**config.mk**
```make
export PLATFORM = sky130hd
export DESIGN_NAME = hamming_scrub_ctrl
export DESIGN_NICKNAME = d
export VERILOG_FILES = /design/src/rtl/hamming_scrub_ctrl.sv
export SDC_FILE = /design/constraint.sdc
export NUM_CORES = 1
export LEC_CHECK = 0
export CORE_MARGIN = 4
export CORE_UTILIZATION = 60
export DETAILED_ROUTE_END_ITERATION = 7
export GPL_ROUTABILITY_DRIVEN = 1
export GPL_TIMING_DRIVEN = 0
export PLACE_DENSITY_LB_ADDON = 0.25
export SKIP_LAST_GASP = 1
export SLEW_MARGIN = 5
export SYNTH_ARGS = -nofsm -noshare
export SYNTH_HDL_FRONTEND = slang
export SYNTH_SLANG_ARGS = --single-unit
```
**constraint.sdc**
```tcl
create_clock -name clk -period 5.6 [get_ports clk]
set_input_delay 1.4 -clock clk [delete_from_list [all_inputs] [get_ports clk]]
set_output_delay 1.4 -clock clk [all_outputs]
set_load 0.02 [all_outputs]
```
**src/rtl/hamming_scrub_ctrl.sv**
```systemverilog
// Hamming(7,4) codeword store controller.
// Serialises one host port (read / write / error-inject) with a background
// scrubber that walks every address, repairs single-bit errors and writes the
// corrected codeword back. Codeword vector bit i holds position i+1:
// positions 1..7 = p1, p2, d0, p3, d1, d2, d3.
module hamming_scrub_ctrl #(
    parameter int DEPTH          = 16,
    parameter int AW             = 4,
    parameter int SCRUB_INTERVAL = 64,
    parameter int CNT_W          = 8
) (
    input  logic             clk,
    input  logic             rst_n,
    input  logic             req,
    input  logic [1:0]       cmd,
    input  logic [AW-1:0]    addr,
    input  logic [3:0]       d_in,
    input  logic [6:0]       error_input_pin,
    output logic             ack,
    output logic [3:0]       d_out,
    output logic [2:0]       err_pos,
    input  logic             scrub_en,
    output logic             scrub_busy,
    output logic [CNT_W-1:0] corr_cnt
);

    localparam logic [1:0] CMD_READ   = 2'b00;
    localparam logic [1:0] CMD_WRITE  = 2'b01;
    localparam logic [1:0] CMD_INJECT = 2'b10;

    localparam int IW = (SCRUB_INTERVAL > 2) ? $clog2(SCRUB_INTERVAL) : 1;
    localparam logic [IW-1:0] IVL_LAST = IW'(SCRUB_INTERVAL - 1);

    typedef enum logic [1:0] {
        IDLE     = 2'd0,
        HOST_OP  = 2'd1,
        SCRUB_RD = 2'd2,
        SCRUB_WB = 2'd3
    } state_t;

    // Build a codeword from 4 data bits.
    function automatic logic [6:0] f_encode(input logic [3:0] d);
        logic p1, p2, p3;
        p1 = d[0] ^ d[1] ^ d[3];
        p2 = d[0] ^ d[2] ^ d[3];
        p3 = d[1] ^ d[2] ^ d[3];
        return {d[3], d[2], d[1], p3, d[0], p2, p1};
    endfunction

    // Syndrome {s3,s2,s1}: the position of a single flipped bit, 0 when clean.
    function automatic logic [2:0] f_syndrome(input logic [6:0] cw);
        logic s1, s2, s3;
        s1 = cw[0] ^ cw[2] ^ cw[4] ^ cw[6];
        s2 = cw[1] ^ cw[2] ^ cw[5] ^ cw[6];
        s3 = cw[3] ^ cw[4] ^ cw[5] ^ cw[6];
        return {s3, s2, s1};
    endfunction

    // Extract data and flip the bit the syndrome points at; parity-position
    // syndromes (1, 2, 4) leave the data untouched.
    function automatic logic [3:0] f_correct(input logic [6:0] cw, input logic [2:0] syn);
        logic [3:0] data;
        data = {cw[6], cw[5], cw[4], cw[2]};
        case (syn)
            3'd3:    data[0] = ~data[0];
            3'd5:    data[1] = ~data[1];
            3'd6:    data[2] = ~data[2];
            3'd7:    data[3] = ~data[3];
            default: data = data;
        endcase
        return data;
    endfunction

    state_t            r_state;
    state_t            w_state_nxt;
    logic              r_host_ph;
    logic [6:0]        r_mem [DEPTH];

    logic [1:0]        r_cmd_p0;
    logic [AW-1:0]     r_addr_p0;
    logic [3:0]        r_din_p0;
    logic [6:0]        r_mask_p0;
    logic [6:0]        r_cw_p1;
    logic [3:0]        r_fix_p1;

    logic              r_ack;
    logic [3:0]        r_d_out;
    logic [2:0]        r_err_pos;
    logic [AW-1:0]     r_scrub_addr;
    logic [IW-1:0]     r_ivl_cnt;
    logic              r_scrub_pend;
    logic [CNT_W-1:0]  r_corr_cnt;

    logic              w_take_host;
    logic              w_take_scrub;
    logic              w_host_done;
    logic              w_scrub_adv;
    logic              w_scrub_wr;
    logic              w_host_wr;
    logic [6:0]        w_host_wdata;
    logic              w_scrub_busy;

    logic [6:0]        w_scrub_cw;
    logic [2:0]        w_scrub_syn;
    logic [3:0]        w_scrub_fix;
    logic [2:0]        w_host_syn;
    logic [3:0]        w_host_data;

    assign w_scrub_cw   = r_mem[r_scrub_addr];
    assign w_scrub_syn  = f_syndrome(w_scrub_cw);
    assign w_scrub_fix  = f_correct(w_scrub_cw, w_scrub_syn);
    assign w_host_syn   = f_syndrome(r_cw_p1);
    assign w_host_data  = f_correct(r_cw_p1, w_host_syn);
    assign w_scrub_busy = (r_state == SCRUB_RD) || (r_state == SCRUB_WB);

    // Next-state decode and the per-cycle action strobes.
    always_comb begin
        w_state_nxt  = r_state;
        w_take_host  = 1'b0;
        w_take_scrub = 1'b0;
        w_host_done  = 1'b0;
        w_scrub_adv  = 1'b0;
        w_scrub_wr   = 1'b0;
        case (r_state)
            IDLE: begin
                // The cycle ack is high the host may still hold req; ignore it.
                if (!r_ack && req) begin
                    w_take_host = 1'b1;
                    w_state_nxt = HOST_OP;
                end else if (r_scrub_pend) begin
                    w_take_scrub = 1'b1;
                    w_state_nxt  = SCRUB_RD;
                end
            end
            HOST_OP: begin
                if (r_host_ph) begin
                    w_host_done = 1'b1;
                    w_state_nxt = IDLE;
                end
            end
            SCRUB_RD: begin
                if (w_scrub_syn != 3'd0) begin
                    w_state_nxt = SCRUB_WB;
                end else begin
                    w_scrub_adv = 1'b1;
                    w_state_nxt = IDLE;
                end
            end
            SCRUB_WB: begin
                w_scrub_wr  = 1'b1;
                w_scrub_adv = 1'b1;
                w_state_nxt = IDLE;
            end
            default: w_state_nxt = IDLE;
        endcase
    end

    // Host write-back value for the completing command.
    always_comb begin
        w_host_wr    = 1'b0;
        w_host_wdata = r_cw_p1;
        if (w_host_done) begin
            case (r_cmd_p0)
                CMD_WRITE: begin
                    w_host_wr    = 1'b1;
                    w_host_wdata = f_encode(r_din_p0);
                end
                CMD_INJECT: begin
                    w_host_wr    = 1'b1;
                    w_host_wdata = r_cw_p1 ^ r_mask_p0;
                end
                default: w_host_wr = 1'b0;
            endcase
        end
    end

    // State register; the host op spends a fetch phase then a complete phase.
    always_ff @(posedge clk or negedge rst_n) begin
        if (!rst_n) begin
            r_state   <= IDLE;
            r_host_ph <= 1'b0;
        end else begin
            r_state   <= w_state_nxt;
            r_host_ph <= (r_state == HOST_OP) && !r_host_ph;
        end
    end

    // ---- stage p0: capture host command; stage p1: fetched codeword / scrub fix ----
    always_ff @(posedge clk) begin
        if (w_take_host) begin
            r_cmd_p0  <= cmd;
            r_addr_p0 <= addr;
            r_din_p0  <= d_in;
            r_mask_p0 <= error_input_pin;
        end
        if (r_state == HOST_OP && !r_host_ph) begin
            r_cw_p1 <= r_mem[r_addr_p0];
        end
        if (r_state == SCRUB_RD) begin
            r_fix_p1 <= w_scrub_fix;
        end
    end

    // Codeword array: host writes/injects and scrub write-backs never coincide.
    always_ff @(posedge clk or negedge rst_n) begin
        if (!rst_n) begin
            for (int i = 0; i < DEPTH; i++) begin
                r_mem[i] <= 7'b0;
            end
        end else if (w_host_wr) begin
            r_mem[r_addr_p0] <= w_host_wdata;
        end else if (w_scrub_wr) begin
            r_mem[r_scrub_addr] <= f_encode(r_fix_p1);
        end
    end

    // Host response registers: one-cycle ack with read data and syndrome.
    always_ff @(posedge clk or negedge rst_n) begin
        if (!rst_n) begin
            r_ack     <= 1'b0;
            r_d_out   <= 4'b0;
            r_err_pos <= 3'b0;
        end else begin
            r_ack <= w_host_done;
            if (w_host_done) begin
                if (r_cmd_p0 == CMD_READ) begin
                    r_d_out   <= w_host_data;
                    r_err_pos <= w_host_syn;
                end else begin
                    r_d_out   <= 4'b0;
                    r_err_pos <= 3'b0;
                end
            end
        end
    end

    // Scrub pointer and saturating correction counter.
    always_ff @(posedge clk or negedge rst_n) begin
        if (!rst_n) begin
            r_scrub_addr <= '0;
            r_corr_cnt   <= '0;
        end else begin
            if (w_scrub_adv) begin
                r_scrub_addr <= r_scrub_addr + AW'(1);
            end
            if (w_scrub_wr && (r_corr_cnt != {CNT_W{1'b1}})) begin
                r_corr_cnt <= r_corr_cnt + CNT_W'(1);
            end
        end
    end

    // Interval timer: raises a scrub request every SCRUB_INTERVAL non-scrub cycles.
    always_ff @(posedge clk or negedge rst_n) begin
        if (!rst_n) begin
            r_ivl_cnt    <= '0;
            r_scrub_pend <= 1'b0;
        end else if (!scrub_en) begin
            r_ivl_cnt    <= '0;
            r_scrub_pend <= 1'b0;
        end else begin
            if (w_take_scrub) begin
                r_scrub_pend <= 1'b0;
            end
            if (!w_scrub_busy) begin
                if (r_ivl_cnt == IVL_LAST) begin
                    r_ivl_cnt    <= '0;
                    r_scrub_pend <= 1'b1;
                end else begin
                    r_ivl_cnt <= r_ivl_cnt + IW'(1);
                end
            end
        end
    end

    assign ack        = r_ack;
    assign d_out      = r_d_out;
    assign err_pos    = r_err_pos;
    assign scrub_busy = w_scrub_busy;
    assign corr_cnt   = r_corr_cnt;

endmodule

```
==> metrics.txt, run 1 <==
# TYPE chip_impl_metric gauge
chip_impl_metric{name="drt.antenna.violating_nets",unit=""} 0
chip_impl_metric{name="final_wtd_congestion",unit=""} 1.052
chip_impl_metric{name="dieWidth",unit="um"} 134.2
chip_impl_metric{name="initial_utilization",unit=""} 0.6196
chip_impl_info{name="grt_busiest_layer",value="met2"} 1
chip_impl_metric{name="post_cts_resized",unit=""} 0
chip_impl_metric{name="asyncSetResetFlopFracSynth",unit=""} 0.8353
chip_impl_metric{name="finish.net_count",unit=""} 936
chip_impl_metric{name="cts_hold_repair.buffers",unit=""} 0
chip_impl_metric{name="htreeDepth",unit=""} 4
chip_impl_info{name="hold_path.class",value="reg2reg"} 1
chip_impl_info{name="clock_tree.root_cell",value="sky130_fd_sc_hd__clkbuf_16"} 1
chip_impl_metric{name="netlist_area",unit="um^2"} 9559
chip_impl_metric{name="drc_errors",unit=""} 1
chip_impl_metric{name="post-layout-total-power",unit="W"} 0.004293
chip_impl_metric{name="port_buffers",unit=""} 36
chip_impl_metric{name="share_seq_of_total_power",unit=""} 0.382
chip_impl_info{name="failed_checks",value="DRC"} 1
chip_impl_metric{name="final_hold_violations",unit=""} 0
chip_impl_metric{name="grt.overflow.total",unit=""} 0
chip_impl_metric{name="placementRows",unit=""} 45
chip_impl_metric{name="largest_net_degree_at_the_start_of_global_routing",unit=""} 98
chip_impl_metric{name="synthToLayoutAreaGrowth",unit="%"} 13.63
chip_impl_metric{name="detailedPlace.worstSlack",unit="ps"} 2080
chip_impl_metric{name="maxClockFrequency",unit="MHz"} 273.6
chip_impl_metric{name="synthDistinctLibCells",unit=""} 47
chip_impl_metric{name="max_cap_viol_count",unit=""} 0
chip_impl_info{name="cts_tree",value="built"} 1
chip_impl_metric{name="skew",unit="ps"} 8.075
chip_impl_metric{name="worst_pin_slew",unit="ps"} 1351
chip_impl_metric{name="swShare",unit=""} 0.3579
chip_impl_metric{name="global_route_met2_utilization",unit=""} 0.5606
chip_impl_info{name="dominantRegCellSynth",value="sky130_fd_sc_hd__dfrtp_1"} 1
chip_impl_metric{name="grt_pass1_vias",unit=""} 8196
chip_impl_metric{name="chipHeight",unit="um"} 134.2
chip_impl_metric{name="detail_route.wirelength",unit="mm"} 32.00
chip_impl_metric{name="viasPerCell",unit=""} 7.442
chip_impl_metric{name="synthesis.area_per_instance",unit="um^2"} 11.26
chip_impl_metric{name="power.internal",unit="W"} 0.002756
chip_impl_metric{name="fp.dieArea",unit="um^2"} 18020
chip_impl_info{name="status",value="finished, violations left"} 1
chip_impl_metric{name="final_cell_area",unit="um^2"} 10860
chip_impl_metric{name="clock_path_buffers",unit=""} 2
chip_impl_metric{name="ir_drop",unit="uV"} 268.7
chip_impl_metric{name="finalWorstSetupSlack",unit="ps"} 1944
chip_impl_metric{name="clk_pin_slew_worst_paths",unit="ps"} 70
chip_impl_metric{name="worst-endpoint-arrival",unit="ps"} 3990
chip_impl_metric{name="share_clk_of_total_power",unit=""} 0.292
chip_impl_metric{name="period_minus_slack",unit="ps"} 3656
chip_impl_info{name="crit-reg2reg-launch",value="r_scrub_addr[0]$_DFFE_PN0P_"} 1
chip_impl_info{name="timing.critical_path.from_type",value="flip-flop"} 1
chip_impl_info{name="rsz0062_at_grt",value="no"} 1
chip_impl_metric{name="timing.final.crit_share",unit=""} 0.6528
chip_impl_metric{name="worstSkewPairLatency",unit="ps"} 440
chip_impl_metric{name="final_cell_count_no_fill",unit=""} 1130
chip_impl_metric{name="postSynthNetCount",unit=""} 879
chip_impl_metric{name="relSlewSlack",unit=""} 0.09940
chip_impl_metric{name="num_antenna_cells",unit=""} 0
chip_impl_metric{name="antenna_found_initial",unit=""} 1
chip_impl_metric{name="report.final.slew_viol_count",unit=""} 0
chip_impl_info{name="path_class",value="reg2reg"} 1
chip_impl_metric{name="yosysWarningCount",unit=""} 0
chip_impl_metric{name="drive_gt1_frac",unit=""} 0.1230
chip_impl_metric{name="final-setup-viol-count",unit=""} 0
chip_impl_metric{name="detail_route.wl_per_cell",unit="um"} 28.32
chip_impl_metric{name="pwr-share-comb",unit=""} 0.325
chip_impl_metric{name="cts_buffers",unit=""} 17
chip_impl_metric{name="grt.met3_usage",unit=""} 0.09977
chip_impl_metric{name="power.net_switching",unit="W"} 0.001536
chip_impl_metric{name="hpwlAfterDp",unit="mm"} 22.51
chip_impl_metric{name="synth_edf_count",unit=""} 28
chip_impl_metric{name="post_cts.repair.setup_buffers",unit=""} 0
chip_impl_metric{name="worstPathRequired",unit="ps"} 5930
chip_impl_metric{name="clock-sinks",unit=""} 170
chip_impl_info{name="hold_start",value="corr_cnt[7]$_DFFE_PN0P_"} 1
chip_impl_metric{name="vias",unit=""} 8410
chip_impl_metric{name="placed_cell_area",unit="um^2"} 10230
chip_impl_metric{name="global_route.usage.total",unit=""} 0.3618
chip_impl_metric{name="crit_path_max_fanout",unit=""} 10
chip_impl_metric{name="syn-instance-count",unit=""} 849
chip_impl_metric{name="r2r_setup_slk",unit="ps"} 1940
chip_impl_metric{name="grt_use_met1",unit=""} 0.4805
chip_impl_metric{name="dp.cells",unit=""} 1098
chip_impl_metric{name="coreArea",unit="um^2"} 15430
chip_impl_metric{name="power_leakage",unit="nW"} 4.330
chip_impl_metric{name="synth.yosys.seq_area_share",unit=""} 0.4597
chip_impl_metric{name="wire_length_of_the_first_global_routing_pass",unit="mm"} 48.47
chip_impl_metric{name="number_of_design_rule_violations_left_by_the_first_detailed_router_iteration",unit=""} 1345
chip_impl_info{name="setup.worst_path.start",value="r_scrub_addr[0]$_DFFE_PN0P_"} 1
chip_impl_metric{name="yosys_register_bits",unit=""} 170
chip_impl_metric{name="cellPowerDensity",unit="nW/um^2"} 395.2
chip_impl_metric{name="io_pins",unit=""} 38
chip_impl_info{name="setup.worst_path.end_class",value="flip-flop"} 1
chip_impl_metric{name="final.hold.worst_slack",unit="ps"} 499.4
chip_impl_metric{name="dr.pass1.iters",unit=""} 8
-- placed cells by master (no fill, tap or decap), types with 20 or more instances in the layout --
cell                                n
sky130_fd_sc_hd__dfrtp_1          142
sky130_fd_sc_hd__nand2_1          114
sky130_fd_sc_hd__mux4_2            63
sky130_fd_sc_hd__o21ai_0           54
sky130_fd_sc_hd__nor2_1            47
sky130_fd_sc_hd__a22oi_1           45
sky130_fd_sc_hd__clkbuf_1          42
sky130_fd_sc_hd__a22o_1            38
sky130_fd_sc_hd__clkdlybuf4s50_1   35
sky130_fd_sc_hd__o22ai_1           33
sky130_fd_sc_hd__xnor2_1           29
sky130_fd_sc_hd__edfxtp_1          28
sky130_fd_sc_hd__a21oi_1           22
sky130_fd_sc_hd__and3_1            22
sky130_fd_sc_hd__a221o_1           20
-- per-layer routing --
| layer | vias up | wire length, um |
|---|---|---|
| li1 | 3393 | - |
| met1 | 4118 | 11390 |
| met2 | 738 | 14700 |
| met3 | 159 | 4369 |
| met4 | 2 | 1526 |
| met5 | - | 12 |
-- through the flow --
| stage | setup TNS, ps | util |
|---|---|---|
| 5_1_grt | 0 | 0.7041 |
| 3_3_place_gp | -342940 | 0.6601 |
| 6_report | 0 | 0.7041 |
| 3_5_place_dp | 0 | 0.6630 |
| 4_1_cts | 0 | 0.7037 |
| 2_1_floorplan | 0 | - |
-- power by group through the flow --
stage | clock network, W | logic, W | registers (W)
floorplan | 0 | 0.000914 | 0.00161
global placement | 0 | 0.00126 | 0.00164
detailed placement | 0 | 0.00133 | 0.00165
CTS | 0.00125 | 0.00135 | 0.00163
global route | 0.00131 | 0.00146 | 0.00165
finish | 0.00126 | 0.00140 | 0.00164
-- critical path: stages (launching register included) --
cell and delay [ps]:
sky130_fd_sc_hd__dfrtp_1 520, sky130_fd_sc_hd__buf_6 270, sky130_fd_sc_hd__mux4_2 550, sky130_fd_sc_hd__a22oi_1 320
sky130_fd_sc_hd__nand2_1 260, sky130_fd_sc_hd__xor3_1 470, sky130_fd_sc_hd__xor2_1 420, sky130_fd_sc_hd__a21oi_4 90
sky130_fd_sc_hd__o21ai_2 300, sky130_fd_sc_hd__mux2_4 330
-- kinds of logic (layout without fill, tap and decap cells) --
kind of cell | Yosys count | count (layout) | synth area share
AND/OR/NAND/NOR | 244 | 244 | 0.1153
multiplexers | 73 | 73 | 0.1615
buffers and inverters | 60 | 130 | 0.02605
flip-flops | 170 | 170 | 0.4597
adder cells (fa/ha/maj) | 9 | 9 | 0.01178
XOR/XNOR | 47 | 47 | 0.04463
AO/OA/AOI/OAI | 246 | 246 | 0.1810
-- area by class of cell --
type / instances / area [um^2]
Multi-Input combinational cell: 619 / 4926
Fill cell: 1105 / 4566
Sequential cell: 170 / 4394
Clock buffer: 24 / 524.3
Timing Repair Buffer: 38 / 400.4
Tap cell: 211 / 264.0
Buffer: 54 / 226.5
Clock inverter: 8 / 103.9
Inverter: 6 / 22.52
-- path summary, 6_finish.rpt --
kind,endpoint,cells after the start
max,r_scrub_addr[1]$_DFFE_PN0P_,9
min,corr_cnt[7]$_DFFE_PN0P_,1
max reg2reg,r_scrub_addr[1]$_DFFE_PN0P_,9
min reg2reg,corr_cnt[7]$_DFFE_PN0P_,1
max in group asynchronous,r_mem[89]$_DFFE_PN0P_,2
min in group asynchronous,r_ivl_cnt[2]$_DFFE_PN0P_,1
-- registers in the layout (all words and copies together), names as in the netlist --
signal / count
corr_cnt: 8
r_mask_p0: 7
r_ivl_cnt: 6
r_addr_p0: 4
r_scrub_pend: 1
r_mem: 112
r_state: 2
ack: 1
r_din_p0: 4
err_pos: 3
r_fix_p1: 4
d_out: 4
r_scrub_addr: 4
r_cw_p1: 7
r_cmd_p0: 2
r_host_ph: 1
-- synthesized netlist by cell type (2+ instances only) --
| cell type | number | area share |
|---|---|---|
| sky130_fd_sc_hd__nor3b_1 | 3 | 0.0024 |
| sky130_fd_sc_hd__o21ai_1 | 7 | 0.0037 |
| sky130_fd_sc_hd__nand3_1 | 19 | 0.0099 |
| sky130_fd_sc_hd__nor2_1 | 47 | 0.018 |
| sky130_fd_sc_hd__xor2_1 | 17 | 0.016 |
| sky130_fd_sc_hd__mux2i_1 | 5 | 0.0052 |
| sky130_fd_sc_hd__mux4_2 | 63 | 0.15 |
| sky130_fd_sc_hd__inv_1 | 6 | 0.0024 |
| sky130_fd_sc_hd__buf_6 | 2 | 0.0024 |
| sky130_fd_sc_hd__nand2b_1 | 4 | 0.0026 |
| sky130_fd_sc_hd__o211ai_1 | 2 | 0.0016 |
| sky130_fd_sc_hd__buf_2 | 7 | 0.0037 |
| sky130_fd_sc_hd__nand4_1 | 4 | 0.0026 |
| sky130_fd_sc_hd__and3_1 | 22 | 0.014 |
| sky130_fd_sc_hd__buf_1 | 5 | 0.0020 |
| sky130_fd_sc_hd__nand3b_1 | 3 | 0.0024 |
| sky130_fd_sc_hd__or3_1 | 3 | 0.0020 |
| sky130_fd_sc_hd__o31ai_1 | 2 | 0.0016 |
| sky130_fd_sc_hd__and2_1 | 11 | 0.0072 |
| sky130_fd_sc_hd__nand2_1 | 114 | 0.045 |
| sky130_fd_sc_hd__a22oi_1 | 45 | 0.035 |
| sky130_fd_sc_hd__clkbuf_1 | 40 | 0.016 |
| sky130_fd_sc_hd__xnor2_1 | 29 | 0.027 |
| sky130_fd_sc_hd__nor3_1 | 4 | 0.0021 |
| sky130_fd_sc_hd__o22ai_1 | 33 | 0.022 |
| sky130_fd_sc_hd__edfxtp_1 | 28 | 0.088 |
| sky130_fd_sc_hd__o21ai_0 | 54 | 0.028 |
| sky130_fd_sc_hd__a31oi_1 | 2 | 0.0013 |
| sky130_fd_sc_hd__a21oi_1 | 22 | 0.012 |
| sky130_fd_sc_hd__nor2b_1 | 9 | 0.0059 |
| sky130_fd_sc_hd__o221ai_1 | 15 | 0.014 |
| sky130_fd_sc_hd__dfrtp_1 | 142 | 0.37 |
| sky130_fd_sc_hd__mux2_2 | 2 | 0.0024 |
| sky130_fd_sc_hd__ha_1 | 9 | 0.012 |
| sky130_fd_sc_hd__a22o_1 | 38 | 0.035 |
| sky130_fd_sc_hd__a221o_1 | 20 | 0.021 |
No activity file was read; power rests on OpenSTA's default activity.
==> inputs of run 2 (changes only) <==
--- a/config.mk
+++ b/config.mk
@@ -6,7 +6,7 @@
 export NUM_CORES = 1
 export LEC_CHECK = 0
 export CORE_MARGIN = 4
-export CORE_UTILIZATION = 60
+export CORE_UTILIZATION = 56
 export DETAILED_ROUTE_END_ITERATION = 7
 export GPL_ROUTABILITY_DRIVEN = 1
 export GPL_TIMING_DRIVEN = 0
==> constraint.sdc (replaced) <==
create_clock -name clk -period 3 [get_ports clk]
set_input_delay 0.75 -clock clk [delete_from_list [all_inputs] [get_ports clk]]
set_output_delay 0.75 -clock clk [all_outputs]
set_load 0.02 [all_outputs]
==> metrics.txt, run 2 (synthesis results as in run 1) <==
# TYPE chip_impl_metric gauge
chip_impl_metric{name="clock_path_buffers",unit=""} 2
chip_impl_metric{name="drt.antenna.violating_nets",unit=""} 0
chip_impl_info{name="cts_tree",value="built"} 1
chip_impl_metric{name="worstSkewPairLatency",unit="ps"} 440
chip_impl_metric{name="cellPowerDensity",unit="nW/um^2"} 736.2
chip_impl_metric{name="drc_errors",unit=""} 0
chip_impl_info{name="failed_checks",value="setup timing"} 1
chip_impl_metric{name="relSlewSlack",unit=""} 0.1515
chip_impl_metric{name="maxClockFrequency",unit="MHz"} 317.7
chip_impl_metric{name="r2r_setup_slk",unit="ps"} -150
chip_impl_metric{name="vias",unit=""} 8113
chip_impl_metric{name="hpwlAfterDp",unit="mm"} 22.00
chip_impl_metric{name="antenna_found_initial",unit=""} 1
chip_impl_metric{name="io_pins",unit=""} 38
chip_impl_metric{name="global_route.usage.total",unit=""} 0.3258
chip_impl_metric{name="cts_hold_repair.buffers",unit=""} 0
chip_impl_metric{name="chipHeight",unit="um"} 138.7
chip_impl_info{name="setup.worst_path.end_class",value="flip-flop"} 1
chip_impl_metric{name="htreeDepth",unit=""} 4
chip_impl_metric{name="final_wtd_congestion",unit=""} 1.013
chip_impl_info{name="timing.critical_path.from_type",value="flip-flop"} 1
chip_impl_metric{name="swShare",unit=""} 0.3552
chip_impl_metric{name="crit_path_max_fanout",unit=""} 6
chip_impl_metric{name="ir_drop",unit="uV"} 552.2
chip_impl_metric{name="worst-endpoint-arrival",unit="ps"} 3480
chip_impl_info{name="status",value="finished, violations left"} 1
chip_impl_metric{name="final.hold.worst_slack",unit="ps"} 266.0
chip_impl_metric{name="placementRows",unit=""} 47
chip_impl_metric{name="largest_net_degree_at_the_start_of_global_routing",unit=""} 88
chip_impl_metric{name="skew",unit="ps"} 11.69
chip_impl_metric{name="clk_pin_slew_worst_paths",unit="ps"} 70
chip_impl_metric{name="power.net_switching",unit="W"} 0.002932
chip_impl_metric{name="viasPerCell",unit=""} 7.012
chip_impl_metric{name="finish.net_count",unit=""} 954
chip_impl_metric{name="port_buffers",unit=""} 36
chip_impl_metric{name="num_antenna_cells",unit=""} 0
chip_impl_metric{name="timing.reg2reg.worst_path_depth",unit=""} 10
chip_impl_metric{name="drive_gt1_frac",unit=""} 0.1740
chip_impl_info{name="path_class",value="reg2reg"} 1
chip_impl_metric{name="largest_reg_flops",unit=""} 112
chip_impl_metric{name="cts_buffers",unit=""} 17
chip_impl_metric{name="share_clk_of_total_power",unit=""} 0.289
chip_impl_info{name="crit-reg2reg-launch",value="r_scrub_addr[0]$_DFFE_PN0P_"} 1
chip_impl_metric{name="grt_pass1_vias",unit=""} 7920
chip_impl_metric{name="detail_route.wirelength",unit="mm"} 31.61
chip_impl_info{name="hold_path.class",value="in2async"} 1
chip_impl_metric{name="power.internal",unit="W"} 0.005322
chip_impl_metric{name="initial_utilization",unit=""} 0.5744
chip_impl_metric{name="finalWorstSetupSlack",unit="ps"} -147.6
chip_impl_info{name="rsz0062_at_grt",value="yes"} 1
chip_impl_info{name="clock_tree.root_cell",value="sky130_fd_sc_hd__clkbuf_16"} 1
chip_impl_metric{name="worst_pin_slew",unit="ps"} 1273
chip_impl_metric{name="dieWidth",unit="um"} 138.7
chip_impl_metric{name="detail_route.wl_per_cell",unit="um"} 27.32
chip_impl_metric{name="final-setup-viol-count",unit=""} 5
chip_impl_info{name="regMostFlops",value="r_mem"} 1
chip_impl_metric{name="worstPathRequired",unit="ps"} 3330
chip_impl_metric{name="grt.overflow.total",unit=""} 0
chip_impl_metric{name="number_of_design_rule_violations_left_by_the_first_detailed_router_iteration",unit=""} 1099
chip_impl_metric{name="wire_length_of_the_first_global_routing_pass",unit="mm"} 47.72
chip_impl_metric{name="timing.final.crit_share",unit=""} 1.049
chip_impl_metric{name="dr.pass1.iters",unit=""} 8
chip_impl_metric{name="fp.dieArea",unit="um^2"} 19220
chip_impl_metric{name="fin_setup_tns",unit="ps"} -291.2
chip_impl_info{name="final_cell_mix",value="141 x sky130_fd_sc_hd__dfrtp_1, 109 x sky130_fd_sc_hd__nand2_1, 63 x sky130_fd_sc_hd__mux4_2"} 1
chip_impl_metric{name="max_cap_viol_count",unit=""} 0
chip_impl_metric{name="clock-sinks",unit=""} 170
chip_impl_metric{name="finished_core_util",unit=""} 0.6737
chip_impl_metric{name="final_hold_violations",unit=""} 0
chip_impl_metric{name="power_leakage",unit="nW"} 4.482
chip_impl_metric{name="synthToLayoutAreaGrowth",unit="%"} 17.29
chip_impl_metric{name="coreArea",unit="um^2"} 16640
chip_impl_metric{name="report.final.slew_viol_count",unit=""} 0
chip_impl_metric{name="period_minus_slack",unit="ps"} 3148
chip_impl_metric{name="pwr-share-comb",unit=""} 0.341
chip_impl_metric{name="share_seq_of_total_power",unit=""} 0.370
chip_impl_info{name="mostFrequentLayoutCell",value="sky130_fd_sc_hd__dfrtp_1"} 1
chip_impl_info{name="critical_path.reg2reg.endpoint",value="r_scrub_addr[1]$_DFFE_PN0P_"} 1
==> run 2: changes by cell type in the layout (fill, tap and decap cells not counted), sizes merged <==
cell / before / now
buf: 17 / 33
bufinv: 2 / 4
clkbuf: 64 / 59
clkinv: 4 / 5
clkinvlp: 1 / 3
inv: 7 / 9
==> run 2: layout make-up <==
type | count | area (um^2)
Fill cell | 1241 | 5430
Multi-Input combinational cell | 619 | 5050
Sequential cell | 170 | 4395
Timing Repair Buffer | 56 | 576.8
Clock buffer | 17 | 425.4
Tap cell | 220 | 275.3
Buffer | 54 | 270.3
Clock inverter | 15 | 196.4
Inverter | 6 | 22.52
==> run 2: what timing repair did <==
action	CTS	global route
buffers inserted	5	12
endpoints found under the setup margin	100	54
pin swaps	2	6
gates resized for setup	25	28
gates cloned	0	1
==> run 2: how the worst max path moves through the flow <==
| stage | from | end | slack [ps] |
|---|---|---|---|
| floorplan | r_scrub_addr[0]$_DFFE_PN0P_ | r_scrub_addr[1]$_DFFE_PN0P_ | 120 |
| finish | r_scrub_addr[0]$_DFFE_PN0P_ | r_scrub_addr[1]$_DFFE_PN0P_ | -150 |
| global placement | rst_n | r_mem[97]$_DFFE_PN0P_ | -4770 |
| CTS | r_scrub_addr[0]$_DFFE_PN0P_ | r_scrub_addr[1]$_DFFE_PN0P_ | -90 |
| detailed placement | r_scrub_addr[0]$_DFFE_PN0P_ | r_scrub_addr[1]$_DFFE_PN0P_ | -520 |
| global route | r_scrub_addr[0]$_DFFE_PN0P_ | r_scrub_addr[1]$_DFFE_PN0P_ | -150 |
==> run 2: power groups by stage <==
stage | clock network (W) | logic (W) | registers [W]
after floorplan | 0 | 0.00171 | 0.00301
after detailed placement | 0 | 0.00245 | 0.00307
after global routing | 0.00247 | 0.00296 | 0.00308
final | 0.00239 | 0.00281 | 0.00306
after global placement | 0 | 0.00239 | 0.00307
after CTS | 0.00237 | 0.00261 | 0.00304
==> run 2: metrics by stage <==
step                      cell area (um^2)  instances  worst slack (ps)  total power, W
final                                11210       1157            -147.6        0.008254
after global routing                 11210       1157            -146.6        0.008512
after CTS                            11000       1144            -86.45        0.008024
after detailed placement             10240       1107            -523.7        0.005515
after global placement               10190       1105             -4770        0.005460
after floorplan                       9559        849             122.1        0.004712
==> run 2: critical path, stage by stage, from the launching register on <==
cell and delay (ps):
sky130_fd_sc_hd__dfrtp_2 480, sky130_fd_sc_hd__buf_12 160, sky130_fd_sc_hd__buf_12 130, sky130_fd_sc_hd__mux4_2 520, sky130_fd_sc_hd__a22oi_2 250, sky130_fd_sc_hd__nand2_2 140
sky130_fd_sc_hd__xor3_2 460, sky130_fd_sc_hd__xor2_2 220, sky130_fd_sc_hd__a21oi_4 80, sky130_fd_sc_hd__o21ai_4 250, sky130_fd_sc_hd__mux2_4 330
==> run 2: routing by layer <==
| metal | share of wire | wire length [um] | up-vias | track usage |
|---|---|---|---|---|
| li1 | - | - | 3436 | - |
| met1 | 0.38 | 11930 | 3973 | 0.4297 |
| met2 | 0.46 | 14690 | 576 | 0.5213 |
| met3 | 0.11 | 3593 | 126 | 0.09034 |
| met4 | 0.044 | 1387 | 2 | 0.1236 |
| met5 | 0.00022 | 7 | - | 0 |
==> inputs of run 3 (changes only) <==
--- a/config.mk
+++ b/config.mk
@@ -7,6 +7,7 @@
 export LEC_CHECK = 0
 export CORE_MARGIN = 4
 export CORE_UTILIZATION = 56
+export CTS_CLUSTER_DIAMETER = 80
 export DETAILED_ROUTE_END_ITERATION = 7
 export GPL_ROUTABILITY_DRIVEN = 1
 export GPL_TIMING_DRIVEN = 0
==> results of run 3 <==
Same layout as run 2: the final DEF is identical, and so are final timing and power.
